**src/rtl/mux_scan_nx1.sv**
```systemverilog
// rtl/mux_scan_nx1.sv - registered N-channel selector with manual select and masked dwell scan
module mux_scan_nx1 #(
    parameter int N_CH  = 16,
    parameter int W     = 1,
    parameter int DWELL = 4
) (
    input  logic                  clk,
    input  logic                  rst_n,
    input  logic [N_CH*W-1:0]     in,
    input  logic                  en,
    input  logic                  mode,
    input  logic [$clog2(N_CH)-1:0] sel,
    input  logic [N_CH-1:0]       ch_mask,
    output logic [W-1:0]          out,
    output logic [$clog2(N_CH)-1:0] out_ch,
    output logic                  out_valid,
    output logic                  wrap
);

    localparam int SW = $clog2(N_CH);
    localparam int DW = (DWELL > 1) ? $clog2(DWELL) : 1;
    localparam logic [DW-1:0] DLAST = DW'(DWELL - 1);

    logic [SW-1:0] cur_ch;
    logic [DW-1:0] dwell_cnt;
    logic          mode_q;

    logic [SW-1:0] first_ch, next_ch, sel_idx;
    logic          first_found, next_found, sel_ok;
    logic [W-1:0]  cur_data, sel_data;

    // Descending loops let the lowest index / nearest successor win.
    // The successor search includes cur_ch itself last, so a lone set bit re-selects itself.
    always_comb begin
        first_ch    = '0;
        first_found = 1'b0;
        for (int i = N_CH - 1; i >= 0; i--) begin
            if (ch_mask[i]) begin
                first_ch    = SW'(i);
                first_found = 1'b1;
            end
        end
        next_ch    = '0;
        next_found = 1'b0;
        for (int i = N_CH; i >= 1; i--) begin
            if (ch_mask[(32'(cur_ch) + i) % N_CH]) begin
                next_ch    = SW'((32'(cur_ch) + i) % N_CH);
                next_found = 1'b1;
            end
        end
    end

    assign sel_ok   = (32'(sel) < N_CH);
    assign sel_idx  = sel_ok ? sel : '0;
    assign sel_data = in[32'(sel_idx)*W +: W];
    assign cur_data = in[32'(cur_ch)*W +: W];

    always_ff @(posedge clk) begin
        if (!rst_n) begin
            out       <= '0;
            out_ch    <= '0;
            out_valid <= 1'b0;
            wrap      <= 1'b0;
            cur_ch    <= '0;
            dwell_cnt <= '0;
            mode_q    <= 1'b0;
        end else if (!en) begin
            out_valid <= 1'b0;
            wrap      <= 1'b0;
        end else if (!mode) begin
            mode_q    <= 1'b0;
            dwell_cnt <= '0;
            wrap      <= 1'b0;
            if (sel_ok) begin
                out       <= sel_data;
                out_ch    <= sel;
                out_valid <= 1'b1;
            end else begin
                out_valid <= 1'b0;
            end
        end else if (!mode_q) begin
            // Entry stays pending (mode_q low) until some mask bit is set.
            cur_ch    <= first_found ? first_ch : '0;
            dwell_cnt <= '0;
            out_valid <= 1'b0;
            wrap      <= 1'b0;
            mode_q    <= first_found;
        end else if (!next_found) begin
            out_valid <= 1'b0;
            wrap      <= 1'b0;
        end else if (ch_mask[cur_ch]) begin
            out       <= cur_data;
            out_ch    <= cur_ch;
            out_valid <= 1'b1;
            if (dwell_cnt == DLAST) begin
                dwell_cnt <= '0;
                cur_ch    <= next_ch;
                wrap      <= (next_ch <= cur_ch);
            end else begin
                dwell_cnt <= dwell_cnt + DW'(1);
                wrap      <= 1'b0;
            end
        end else begin
            out_valid <= 1'b0;
            cur_ch    <= next_ch;
            dwell_cnt <= '0;
            wrap      <= (next_ch <= cur_ch);
        end
    end

endmodule

```
**config.mk**
```make
export PLATFORM = sky130hd
export DESIGN_NAME = mux_scan_nx1
export DESIGN_NICKNAME = d
export VERILOG_FILES = /design/src/rtl/mux_scan_nx1.sv
export SDC_FILE = /design/constraint.sdc
export NUM_CORES = 1
export LEC_CHECK = 0
export CAP_MARGIN = 40
export CORE_MARGIN = 1.5
export CORE_UTILIZATION = 56
export CTS_CLUSTER_DIAMETER = 30
export DETAILED_ROUTE_END_ITERATION = 7
export PLACE_DENSITY = 0.81
export SLEW_MARGIN = 30
export SYNTH_ARGS = -nofsm -noshare
export SYNTH_HDL_FRONTEND = slang
export SYNTH_SLANG_ARGS = --single-unit
```
**constraint.sdc**
```tcl
create_clock -name clk -period 6.1 [get_ports clk]
set_clock_uncertainty 0.05 [all_clocks]
set_input_delay 0.61 -clock clk [delete_from_list [all_inputs] [get_ports clk]]
set_output_delay 0.61 -clock clk [all_outputs]
set_load 0.01 [all_outputs]
```
# Word-level counts from Yosys, hierarchy flattened
# Index checks and enable logic that the tools add are counted.
[totals]
ff_bits = 14
inputBits = 40
output_inout_bits = 7
elab_cells = 180
[op_classes]
n_addsub = 17
n_lt_le_gt_ge = 18
n_eq_ne = 7
n_shift = 2
muxes = 124
n_reduce_logical = 5
[op_table]
columns = ["op", "n"]
rows = [
  ["4-bit 2-to-1 mux", 41],
  ["4-bit by 5-bit less-than comparator with 1-bit output (second input constant)", 17],
  ["1-bit binary-select mux with 4-bit select", 17],
  ["1-bit 2-to-1 mux", 61],
  ["4-bit adder (second input constant)", 8],
  ["16-bit by 5-bit variable part select with 1-bit output", 2],
  ["4-bit by 3-bit adder with 4-bit output (second input constant)", 4],
  ["2-bit 2-to-1 mux", 5],
  ["4-bit by 1-bit adder with 4-bit output (second input constant)", 2],
  ["4-bit by 2-bit adder with 4-bit output (second input constant)", 2],
  ["2-bit by 1-bit inequality test with 1-bit output (second input constant)", 4],
  ["4-bit AND reduction", 2],
  ["3-bit by 2-bit inequality test with 1-bit output (second input constant)", 2],
  ["5-bit AND reduction", 1],
  ["4-bit <= comparator", 1],
  ["2-bit AND reduction", 2],
  ["2-bit by 1-bit adder with 2-bit output (second input constant)", 1],
  ["2-bit == test (second input constant)", 1],
]

# Longest topological paths before layout
# Gate-level depths: netlist (run 1).
[depth]
ltp_word = 23
ltp_mapped = 24
mapped_depth_nobuf = 18

# Worst setup path after synthesis (run 1)
# OpenSTA, ideal clock, no wires.
[synth_path]
kind = "register to register"
from = "register cur_ch[1]"
to = "register wrap"
setup_time_ns = 0.092
arrival_ns = 4.593
required_time_ns = 5.958
slack_ns = 1.365
path_stages_with_launch = 22
path_buffers = 5
synth_period_minus_slack_ns = 4.735
path_cell_list = "dfxtp_1 > buf_2 > buf_6 > clkbuf_1 > inv_1 > ha_1 > buf_2 > buf_2 > mux4_1 > mux2_2 > mux2i_1 > nor2_1 > a2111oi_0 > a221oi_1 > nand2_1 > ha_1 > nor2b_1 > o21ai_0 > nand2b_1 > a21oi_1 > a41oi_1 > nor4_1"
[synth_between]
elab_chain_cells = 22
word_cells_on_any_way = 86
classes_between = "16 x add/sub; 1 x order compare; 68 x mux; 1 x reduce/logical"
[synth_rtl]
columns = ["item", "line", "source"]
rows = [
  ["from (decl)", "24", "logic [SW-1:0] cur_ch;"],
  ["from (signal assigned)", "83", "cur_ch <= first_found ? first_ch : '0;"],
  ["from (signal assigned)", "97", "cur_ch <= next_ch;"],
  ["from (signal assigned)", "105", "cur_ch <= next_ch;"],
  ["4-bit by 1-bit adder with 4-bit output", "46, 47", ""],
  ["1-bit binary-select mux with 4-bit select", "46", "if (ch_mask[(32'(cur_ch) + i) % N_CH]) begin"],
  ["1-bit 2-to-1 mux (implied by the code)", "46", ""],
  ["4-bit 2-to-1 mux (16 in series)", "46", ""],
  ["4-bit <= comparator", "98, 107", ""],
  ["1-bit 2-to-1 mux", "95", "if (dwell_cnt == DLAST) begin"],
  ["1-bit 2-to-1 mux", "91", "end else if (ch_mask[cur_ch]) begin"],
  ["to (signal assigned)", "98", "wrap <= (next_ch <= cur_ch);"],
  ["to (signal assigned)", "107", "wrap <= (next_ch <= cur_ch);"],
  ["to (decl)", "17", "output logic wrap"],
]
# Several ways; a longest one is shown, not always the timed one. The select of a mux whose other input is x is not followed.
# A chain may end at the register's enable or synchronous reset.

# Final worst setup path (run 1)
[layout_path]
from = "register cur_ch[0]"
to = "register wrap"
# Same word-level chain as after synthesis.

==> results.md, run 1 <==
- The switching share of power is between 40% and 50%.
- The clock slew at the register clock pins of the worst setup and hold paths is about 0.06 ns.
- The mapped netlist covers roughly 0.0033 sq mm.
- The initialized floorplan defines 27 standard-cell rows.
- The count of synthesis-stage warnings from yosys is 0.
- The minimum clock period after layout is between 5 and 6 ns.
- The number of search-and-repair iterations in the first detailed-routing pass is 7.
- The power density over the cells is around 150 mW/mm^2.
- Internal power comes to 325 uW.
- The share of total power in the clock network is between 10% and 20%.
- The slowest stage cell on the critical path is ha_2.
- Dividing the detail-routed wire length by the instance count gives approximately 21 um.
- The post-CTS setup repair buffer count is 0.
- The total wirelength of the detailed-routed design is 10000 um.
- Buffers inserted to repair hold after CTS numbered 0.
- Setup slack on the critical path of the routed design comes to roughly 1.1 ns.
- The die area is 0.00629 sq mm.
- The global-route wire length before repair is 16200 um.
- During I/O placement, the number of pins put on the boundary was 47.
- The run finished with clean final reports.
- Entering global routing, the biggest net connects 28 pins.
- The combined flip-flop and latch cell area is approximately 280 sq um.
- The die span in x is between 70 and 80 um.
- The category of the worst setup path launch point is a flop.
- The final route contains 3393 vias.
- The leakage dissipation is around 1.4 nW.
- The area growth from synthesis to final layout is 15.5%.
- Global routing used between 30 and 40% of the available tracks.
- The final count of pins violating max slew is 0.
- The number of buffers inserted by port buffering is between 40 and 50.
- The net switching power figure is 255 uW.
- At the worst endpoint, the required time is around 6.2 ns.
- The level count of the clock H-tree is 1.
- The post-route netlist has approximately 17% of its cells at a drive strength greater than 1.
- The longest clock path from root to sink contains 2 buffers.
- The worst-case setup slack after placement is 0.884 ns.
- The tree is rooted in a clkbuf_8.
- For this run the aggregate overflow at the end of global routing stands at 0.
- The proportion of synthesized chip area in sequential cells is around 8.6%.
- The average size of a mapped cell is about 9 sq um.
- The critical path arrival is between 5 and 6 ns.
- For the pin with the worst max-slew slack, the measured transition is approximately 0.86 ns.
- On the worst path, the slowest cell contributes a delay of around 0.80 ns.
- Per report_power, the sequential group accounts for between 10% and 20% of the total.
- Derived from the worst setup path, the maximum achievable clock frequency is approximately 0.2 GHz.
- Counting flops and latches in the post-synthesis netlist gives 14.
- The number of hold violations in the final report came to 0.
- Counting flops with an async set or reset pin after synthesis yields a share of 0%.
- The parity-gate share of the synthesized area counting xor and xnor cells is 4.45%.
- The synthesized netlist devotes roughly a fifth of its cell area to compound gates.
- The largest family of logic cells by synthesized area is multiplexers.
- Counting every sink on the clock net gives 14.
- TritonCTS built the clock tree.
- Counting every net in the synthesized netlist gives approximately 430.
- The total of max-cap violations is 0.
- The hold path startpoint is out_ch[1]$_SDFFE_PN0P_.
- The synthesized netlist cell count is roughly 370.
- The synthesized netlist devotes between 4 and 5% of its cell area to adder and majority cells.
- The final net count is between 400 and 500.
- Post-CTS repair changed the size of 0 cells.
- The total clock buffers created by CTS is 3.
- Across the VDD grid, the largest voltage drop is approximately 0.00011 V.
- The most frequently used flop master after synthesis is dfxtp_1.
- The tightest min-delay check is of the flop to flop type.
- The worst slew margin relative to its limit is 42.4%.
- At the later pin of the worst-skew pair, clock insertion delay measures 0.26 ns.
- Routability-driven placement finished with a final weighted congestion of a little over 1.
- The starting density of the core is approximately 58%.
- The initial antenna violation count came to 0.
- The worst hold path was traced through 2 stages.
- The final antenna-violating net count is 0.
- The relative contribution of combinational cells to total power is 66.9%.
- The number of design rule violations left after detail routing is 0.
- In this run the standard cell core region covers about 0.0056 sq mm.
- In the finished design, the share of the clock period the worst path needs comes to between 80% and 90%.
- The type of the worst setup path is flop to flop.
- Walking the worst path, the cells encountered are inv_1 > ha_2 > mux4_2 > mux2_2 > mux2i_2 > and3b_1 > o21ai_1 > a2111oi_0 > o211ai_1 > nand2_1 > ha_1 > nor2b_1 > o21ai_0 > nand2b_1 > a21oi_1 > a41oi_1 > nor4_1.
- The number of library cell types mapped by synthesis is between 60 and 70.
- For this run, the share of the core covered by cells in the final layout is approximately 68%.
- The number of inserted diodes is 0.
- The total of fill cells in the finished design is about 480.
- Setup repair after global routing left no endpoint under its margin.
- The accumulated negative setup slack is 0 ns.
- STA classifies the critical path endpoint as a flop.
- Total power for the finished layout comes to between 500 and 600 uW.
- The multiplexer share of the synthesized area is between 40% and 50%.
- The detailed router's first-iteration violation count is just over 400.
- The startpoint of the lowest-slack register-to-register path is cur_ch[0]$_SDFFE_PN0P_.
- The maximum fanout count along the critical path is 24.
- The number of enable flip-flop cells after synthesis is 0.
- The multi-input combinational cells in the finished layout cover a total of roughly 0.0028 sq mm.
- The setup slack on the worst flop-to-flop path is around 1.1 ns.
- The detailed placement HPWL is just over 7000 um.
- The endpoint of the most critical register-to-register path is wrap$_SDFF_PN0_.
- The height of the die is between 70 and 80 um.
- The number of global-route vias before repair is approximately 3200.
- The path with the worst hold slack has its endpoint at out_ch[1]$_SDFFE_PN0P_.
- Of the total synthesized cell area, the portion taken by AND, OR, NAND and NOR gates is between 10 and 15%.
- Measured in cells, the most critical reg-to-reg path has a length of 17.
- The via density per instance is 7.20.
- Setup violations remaining at the end of the flow were counted as 0.
-- final cells by class --
| class | instances | share of cell area (%) |
|---|---|---|
| multi-input cells | 311 | 73.6 |
| repair buffers | 51 | 13.2 |
| flip-flops and latches | 14 | 7.44 |
| well taps | 72 | 2.39 |
| inverters | 19 | 1.89 |
| clock buffers | 4 | 1.46 |
-- cells in the mapped netlist (4+ instances only) --
cell       number  area share, %
a21oi_1        26            4.0
ha_1           12            4.6
nor3_1          5           0.77
mux4_2         29             20
xnor2_1         8            2.1
nand3_1         9            1.4
nand2b_1        6            1.2
nor2_1         29            3.3
nor4_1          6            1.2
nand2_1        30            3.5
o31ai_1         4           0.92
mux2i_1        34             10
buf_2          10            1.5
mux2_2         16            5.5
a221oi_1        6            1.6
a2111oi_0       5            1.3
clkbuf_1       16            1.8
o211ai_1        5            1.2
inv_1          14            1.6
dfxtp_1        14            8.6
nor2b_1         4           0.77
o21ai_1         6           0.92
o21ai_0        11            1.7
a221o_1         4            1.2
-- how the worst max path moves through the flow --
stage | cells past startpoint | start | endpoint | slack, ns
after floorplan | 21 | cur_ch[1]$_SDFFE_PN0P_ | wrap$_SDFF_PN0_ | 1.36
after global placement | 16 | cur_ch[0]$_SDFFE_PN0P_ | wrap$_SDFF_PN0_ | 1.24
after detailed placement | 17 | cur_ch[0]$_SDFFE_PN0P_ | wrap$_SDFF_PN0_ | 0.88
after CTS | 17 | cur_ch[0]$_SDFFE_PN0P_ | wrap$_SDFF_PN0_ | 0.85
after global routing | 17 | cur_ch[0]$_SDFFE_PN0P_ | wrap$_SDFF_PN0_ | 0.84
final | 17 | cur_ch[0]$_SDFFE_PN0P_ | wrap$_SDFF_PN0_ | 1.05
-- flip-flops by register name, indices dropped and copies added (netlist names) --
signal	count
out_ch	4
cur_ch	4
out_valid	1
mode_q	1
out	1
dwell_cnt	2
wrap	1
-- power groups by stage --
stage          Clock, mW  Combinational (mW)  Sequential, mW
4_1_cts           0.0947               0.376          0.0971
3_5_place_dp           0               0.374          0.0991
3_3_place_gp           0               0.366          0.0989
5_1_grt           0.0997               0.415          0.0975
6_report          0.0946               0.388          0.0972
2_1_floorplan          0               0.276           0.100
-- worst max-delay path: cells and delay by family, from the launching register on --
family	cells	cell delay, ns
compound gates	6	0.98
fa+ha+maj	2	1.04
buf+inv	1	0.23
flops	1	0.32
mux	3	1.41
simple gates	5	0.88
-- through the flow --
stage	cell area [sq um]	std cells	hold slack, ns
6_report	3770	471	0.442
5_1_grt	3770	471	0.451
4_1_cts	3760	471	0.444
3_5_place_dp	3710	467	0.429
3_3_place_gp	3710	467	0.413
2_1_floorplan	3260	373	0.394
-- routing by layer --
metal	up-vias	GRT usage, %	part of all wire [%]
met5	-	0	0
met4	0	12.5	3.0
met3	29	4.94	11
met2	257	50.9	44
met1	1596	46.1	41
li1	1511	-	-
-- placed cells by master (no fill, tap or decap), types with 4 or more instances in the layout --
master | netlist | final
a221o_1 | 4 | 4
mux4_2 | 29 | 29
o21ai_1 | 6 | 6
o21ai_0 | 11 | 11
inv_1 | 14 | 14
nor4_1 | 6 | 6
a21oi_1 | 26 | 26
nor2b_1 | 4 | 4
a221oi_1 | 6 | 6
clkbuf_8 | 0 | 4
buf_4 | 1 | 5
nor2_1 | 29 | 29
nand2_1 | 30 | 30
dfxtp_1 | 14 | 14
nand2b_1 | 6 | 6
a2111oi_0 | 5 | 5
nor3_1 | 5 | 5
o31ai_1 | 4 | 4
clkdlybuf4s50_1 | 0 | 46
mux2i_1 | 34 | 34
ha_1 | 12 | 11
mux2_2 | 16 | 16
xnor2_1 | 8 | 8
o211ai_1 | 5 | 5
nand3_1 | 9 | 9
-- cells by family after synthesis --
group                      Yosys count
muxes                               86
adders and majority gates           12
and+or+nand+nor                    101
AOI/OAI and AO/OA                   98
xor gates and xnor gates            14
DFF                                 14
buffers and inverters               48
(Power assumes the default switching activity.)
==> inputs of run 2 (changes only) <==
==> constraint.sdc (replaced) <==
create_clock -name clk -period 5 [get_ports clk]
set_clock_uncertainty 0.05 [all_clocks]
set_input_delay 0.5 -clock clk [delete_from_list [all_inputs] [get_ports clk]]
set_output_delay 0.5 -clock clk [all_outputs]
set_load 0.01 [all_outputs]
==> run 2 against run 1 <==
Effect of this change: hold slack worse by 0.0089 ns; combinational power up 24%; non-clock buffer count is 7 higher; sequential power rose by 22%; clock-buffer cell count is the same; die area unchanged; utilization is 0.94 points higher; register-to-register slack worse by 0.62 ns; cell count increased by 1.5%; routed wire length fell by 5.4%; worst setup slack worse by 0.62 ns; maximum frequency up 10%; critical endpoint unchanged.
==> results.md, run 2 (synthesized netlist as in run 1, its figures left out) <==
- The hold path startpoint is dwell_cnt[1]$_SDFFE_PN0P_.
- The required time reported for the critical path endpoint is 5.10 ns (-1.10 ns).
- The worst setup path is captured at a flop.
- The post-route cell area is 0.00382 sq mm (+1.4%).
- The total clock buffers created by CTS is 3 (unchanged).
- The count of placed standard cells including taps was 474 (+1.5%).
- The maximum fanout count along the critical path is 15 (-38%).
- In this run the critical register-to-register path is captured at wrap$_SDFF_PN0_.
- The cell depth of the worst min-delay path is 2 (unchanged).
- The share of the clock period used by the worst path came to 91.4% (+8.7 points).
- The class of the most critical hold timing path is flop to flop.
- The via density per instance is 7.03 (-2.4%).
- The logic depth of the worst register-to-register path is 18 (+1).
- The later-pin clock latency in the skew report is 0.24 ns (-0.02 ns).
- For this design, the slowest cell found on the critical path is a211oi_1.
- The category of the worst setup path launch point is a flop.
- Leaving out fill and tap cells, the most frequent cell in the layout is clkdlybuf4s50_1.
- The post-cts gate resize count was 0 (unchanged).
- The global-route wire length before repair is 15700 um (-3.2%).
- The total power is 710 uW (+22%).
- The final global-route overflow total is 0 (unchanged).
- The number of search-and-repair iterations in the first detailed-routing pass was 5 (-2).
- The number of design rule violations left after detail routing is 0 (unchanged).
- The initial antenna violation count is 0 (unchanged).
- The area of the core is 0.00557 sq mm (unchanged).
- The utilization of the core after routing is 68.5% (+0.94 points).
- The routed via count came to 3360 (-0.97%).
- The total of max-cap violations is 0 (unchanged).
- The critical path goes through inv_1 > ha_2 > buf_4 > mux2i_1 > nand3_1 > and4_1 > a211oi_1 > a221oi_1 > a2111oi_0 > o211ai_1 > nand2_1 > ha_1 > nor2b_1 > o21ai_0 > nand2b_1 > a21oi_1 > a41oi_1 > nor4_1.
- The number of hold violations in the final report came to 0 (unchanged).
- The die area was 0.00629 sq mm (unchanged).
- The final count of pins violating max slew came to 0 (unchanged).
- The flow ran to the end, and the final reports show no timing, DRC or antenna violations.
- The largest stage delay on the critical path is 0.60 ns (-0.20 ns).
- The total wirelength of the detailed-routed design is 9490 um (-5.4%).
- The final cell count without fillers is 478 (+1.5%).
- The post-layout worst setup margin is 0.429 ns (-0.624 ns).
- The total placed instance area is 0.00376 sq mm (+1.4%).
- The detailed router's first-iteration violation count is 206 (-49%).
- The post-CTS setup repair buffer count came to 0 (unchanged).
- The number of buffers inserted by port buffering is 46 (unchanged).
- The number of ports placed on the die boundary is 47 (unchanged).
- The starting density of the core is 58.5% (unchanged).
- The buffer cell driving the clock tree root is clkbuf_8.
- The maximum number of pins on one net before global-route repair came to 28 (unchanged).
- The number of rows created at floorplan is 27 (unchanged).
- The leakage dissipation is 1.42 nW (+2.3%).
- Setup repair after global routing left no endpoint under its margin.
- The final antenna-violating net count is 0 (unchanged).
- The final setup violation count was 0 (unchanged).
- The slew at the pin closest to its max-slew limit was 0.789 ns (-0.0695 ns).
- The final net count is 459 (+1.5%).
- The number of inserted diodes is 0 (unchanged).
- The minimum clock period after layout came to 4.57 ns (-0.476 ns).
- The share of cells above drive strength 1 is 18.5% (+1.4 points).
- The largest registers in the layout are cur_ch x4, out_ch x4, dwell_cnt x2.
- The die span in x is 79.3 um (unchanged).
- The worst slew margin relative to its limit was 47.0% (+4.7 points).
- The clock slew at the register clock pins of the worst setup and hold paths was 0.06 ns (about the same).
- From synthesis to final layout, the design area changed by 17.1%.
- The power density over the cells is 186 mW/mm^2 (+21%).
- The number of sinks handled by clock tree synthesis is 14 (unchanged).
- Leaving out fill and tap cells, the most frequent cells in the layout are 46 x clkdlybuf4s50_1, 34 x mux2i_1, 30 x nand2_1.
- The final weighted congestion of routability-driven global placement is 0.996 (-1.2%).
- The critical path is of the flop to flop type.
- The maximum clock path buffer count came to 2 (unchanged).
- The number of global-route vias before repair was 3149 (-1.3%).
- The combined global-route utilization of all metal layers is 31.6% (-1.3 points).
- The top cell family by delay on the critical path is compound AO/OA/AOI/OAI gates.
- The critical path arrival is 4.67 ns (-0.48 ns).
- The number of buffer and inverter stages on the critical path is 2 (+1).
- The number of buffers inserted for hold repair after clock tree synthesis came to 0 (unchanged).
- The accumulated negative setup slack came to 0 ns (unchanged).
- The highest ir drop seen on vdd is 0.000118 V (+7.1%).
- The height of the die is 79.3 um (unchanged).
- TritonCTS built the clock tree.
- For hold timing, the worst endpoint is dwell_cnt[1]$_SDFFE_PN0P_.
- The level count of the clock H-tree came to 1 (unchanged).
- The maximum frequency from static timing analysis came to 0.219 GHz (+10%).
- The detailed placement HPWL came to 7200 um (-0.93%).
- The setup slack on the worst flop-to-flop path is 0.43 ns (-0.62 ns).
- The worst-case setup slack after placement is 0.446 ns (-0.438 ns).
- The hold slack is 0.433 ns (-0.00892 ns).
- The average wire per standard cell is 19.8 um (-6.8%).
- The startpoint of the lowest-slack register-to-register path is cur_ch[1]$_SDFFE_PN0P_.
## run 2: where the power goes
group | internal [mW] | switching (mW)
registers | 0.116 | 0.00322
logic | 0.218 | 0.264
clock network | 0.0697 | 0.0398
## run 2: worst register-to-register path: stages, from the launching register on
cell and delay, ns:
dfxtp_1 0.33, inv_1 0.06, ha_2 0.56, buf_4 0.26, mux2i_1 0.20, nand3_1 0.08, and4_1 0.28, a211oi_1 0.60
a221oi_1 0.16, a2111oi_0 0.55, o211ai_1 0.14, nand2_1 0.14, ha_1 0.25, nor2b_1 0.14, o21ai_0 0.14, nand2b_1 0.07
a21oi_1 0.15, a41oi_1 0.06, nor4_1 0.24
## run 2: area by class of cell
cell class	count	area, sq um
multi-input cells	311	2770
fillers	458	1760
repair buffers	58	551
flip-flops and latches	14	280
well taps	72	90.1
inverters	19	71.3
clock buffers	4	55.1
## run 2: worst max-delay path by stage
stage	end	from	slack (ns)	cells after the start
3_3_place_gp	wrap$_SDFF_PN0_	cur_ch[1]$_SDFFE_PN0P_	0.55	18
2_1_floorplan	wrap$_SDFF_PN0_	cur_ch[1]$_SDFFE_PN0P_	0.26	21
3_5_place_dp	wrap$_SDFF_PN0_	cur_ch[0]$_SDFFE_PN0P_	0.45	18
5_1_grt	wrap$_SDFF_PN0_	cur_ch[1]$_SDFFE_PN0P_	0.11	18
4_1_cts	wrap$_SDFF_PN0_	cur_ch[0]$_SDFFE_PN0P_	0.40	18
6_report	wrap$_SDFF_PN0_	cur_ch[1]$_SDFFE_PN0P_	0.43	18
## run 2: layer usage
| layer | vias up | global-route usage [%] | share of wire (%) |
|---|---|---|---|
| met5 | - | 0 | 0 |
| met2 | 221 | 50.7 | 47 |
| met1 | 1592 | 43.4 | 41 |
| li1 | 1527 | - | - |
| met4 | 0 | 9.47 | 2.2 |
| met3 | 20 | 5.63 | 9.9 |
==> inputs of run 3 (changes only) <==
--- a/config.mk
+++ b/config.mk
@@ -11,7 +11,7 @@
 export CTS_CLUSTER_DIAMETER = 30
 export DETAILED_ROUTE_END_ITERATION = 7
 export PLACE_DENSITY = 0.81
-export SLEW_MARGIN = 30
+export SLEW_MARGIN = 20
 export SYNTH_ARGS = -nofsm -noshare
 export SYNTH_HDL_FRONTEND = slang
 export SYNTH_SLANG_ARGS = --single-unit
==> results of run 3 <==
Same layout as run 2: the final DEF is identical, and so are final timing and power.
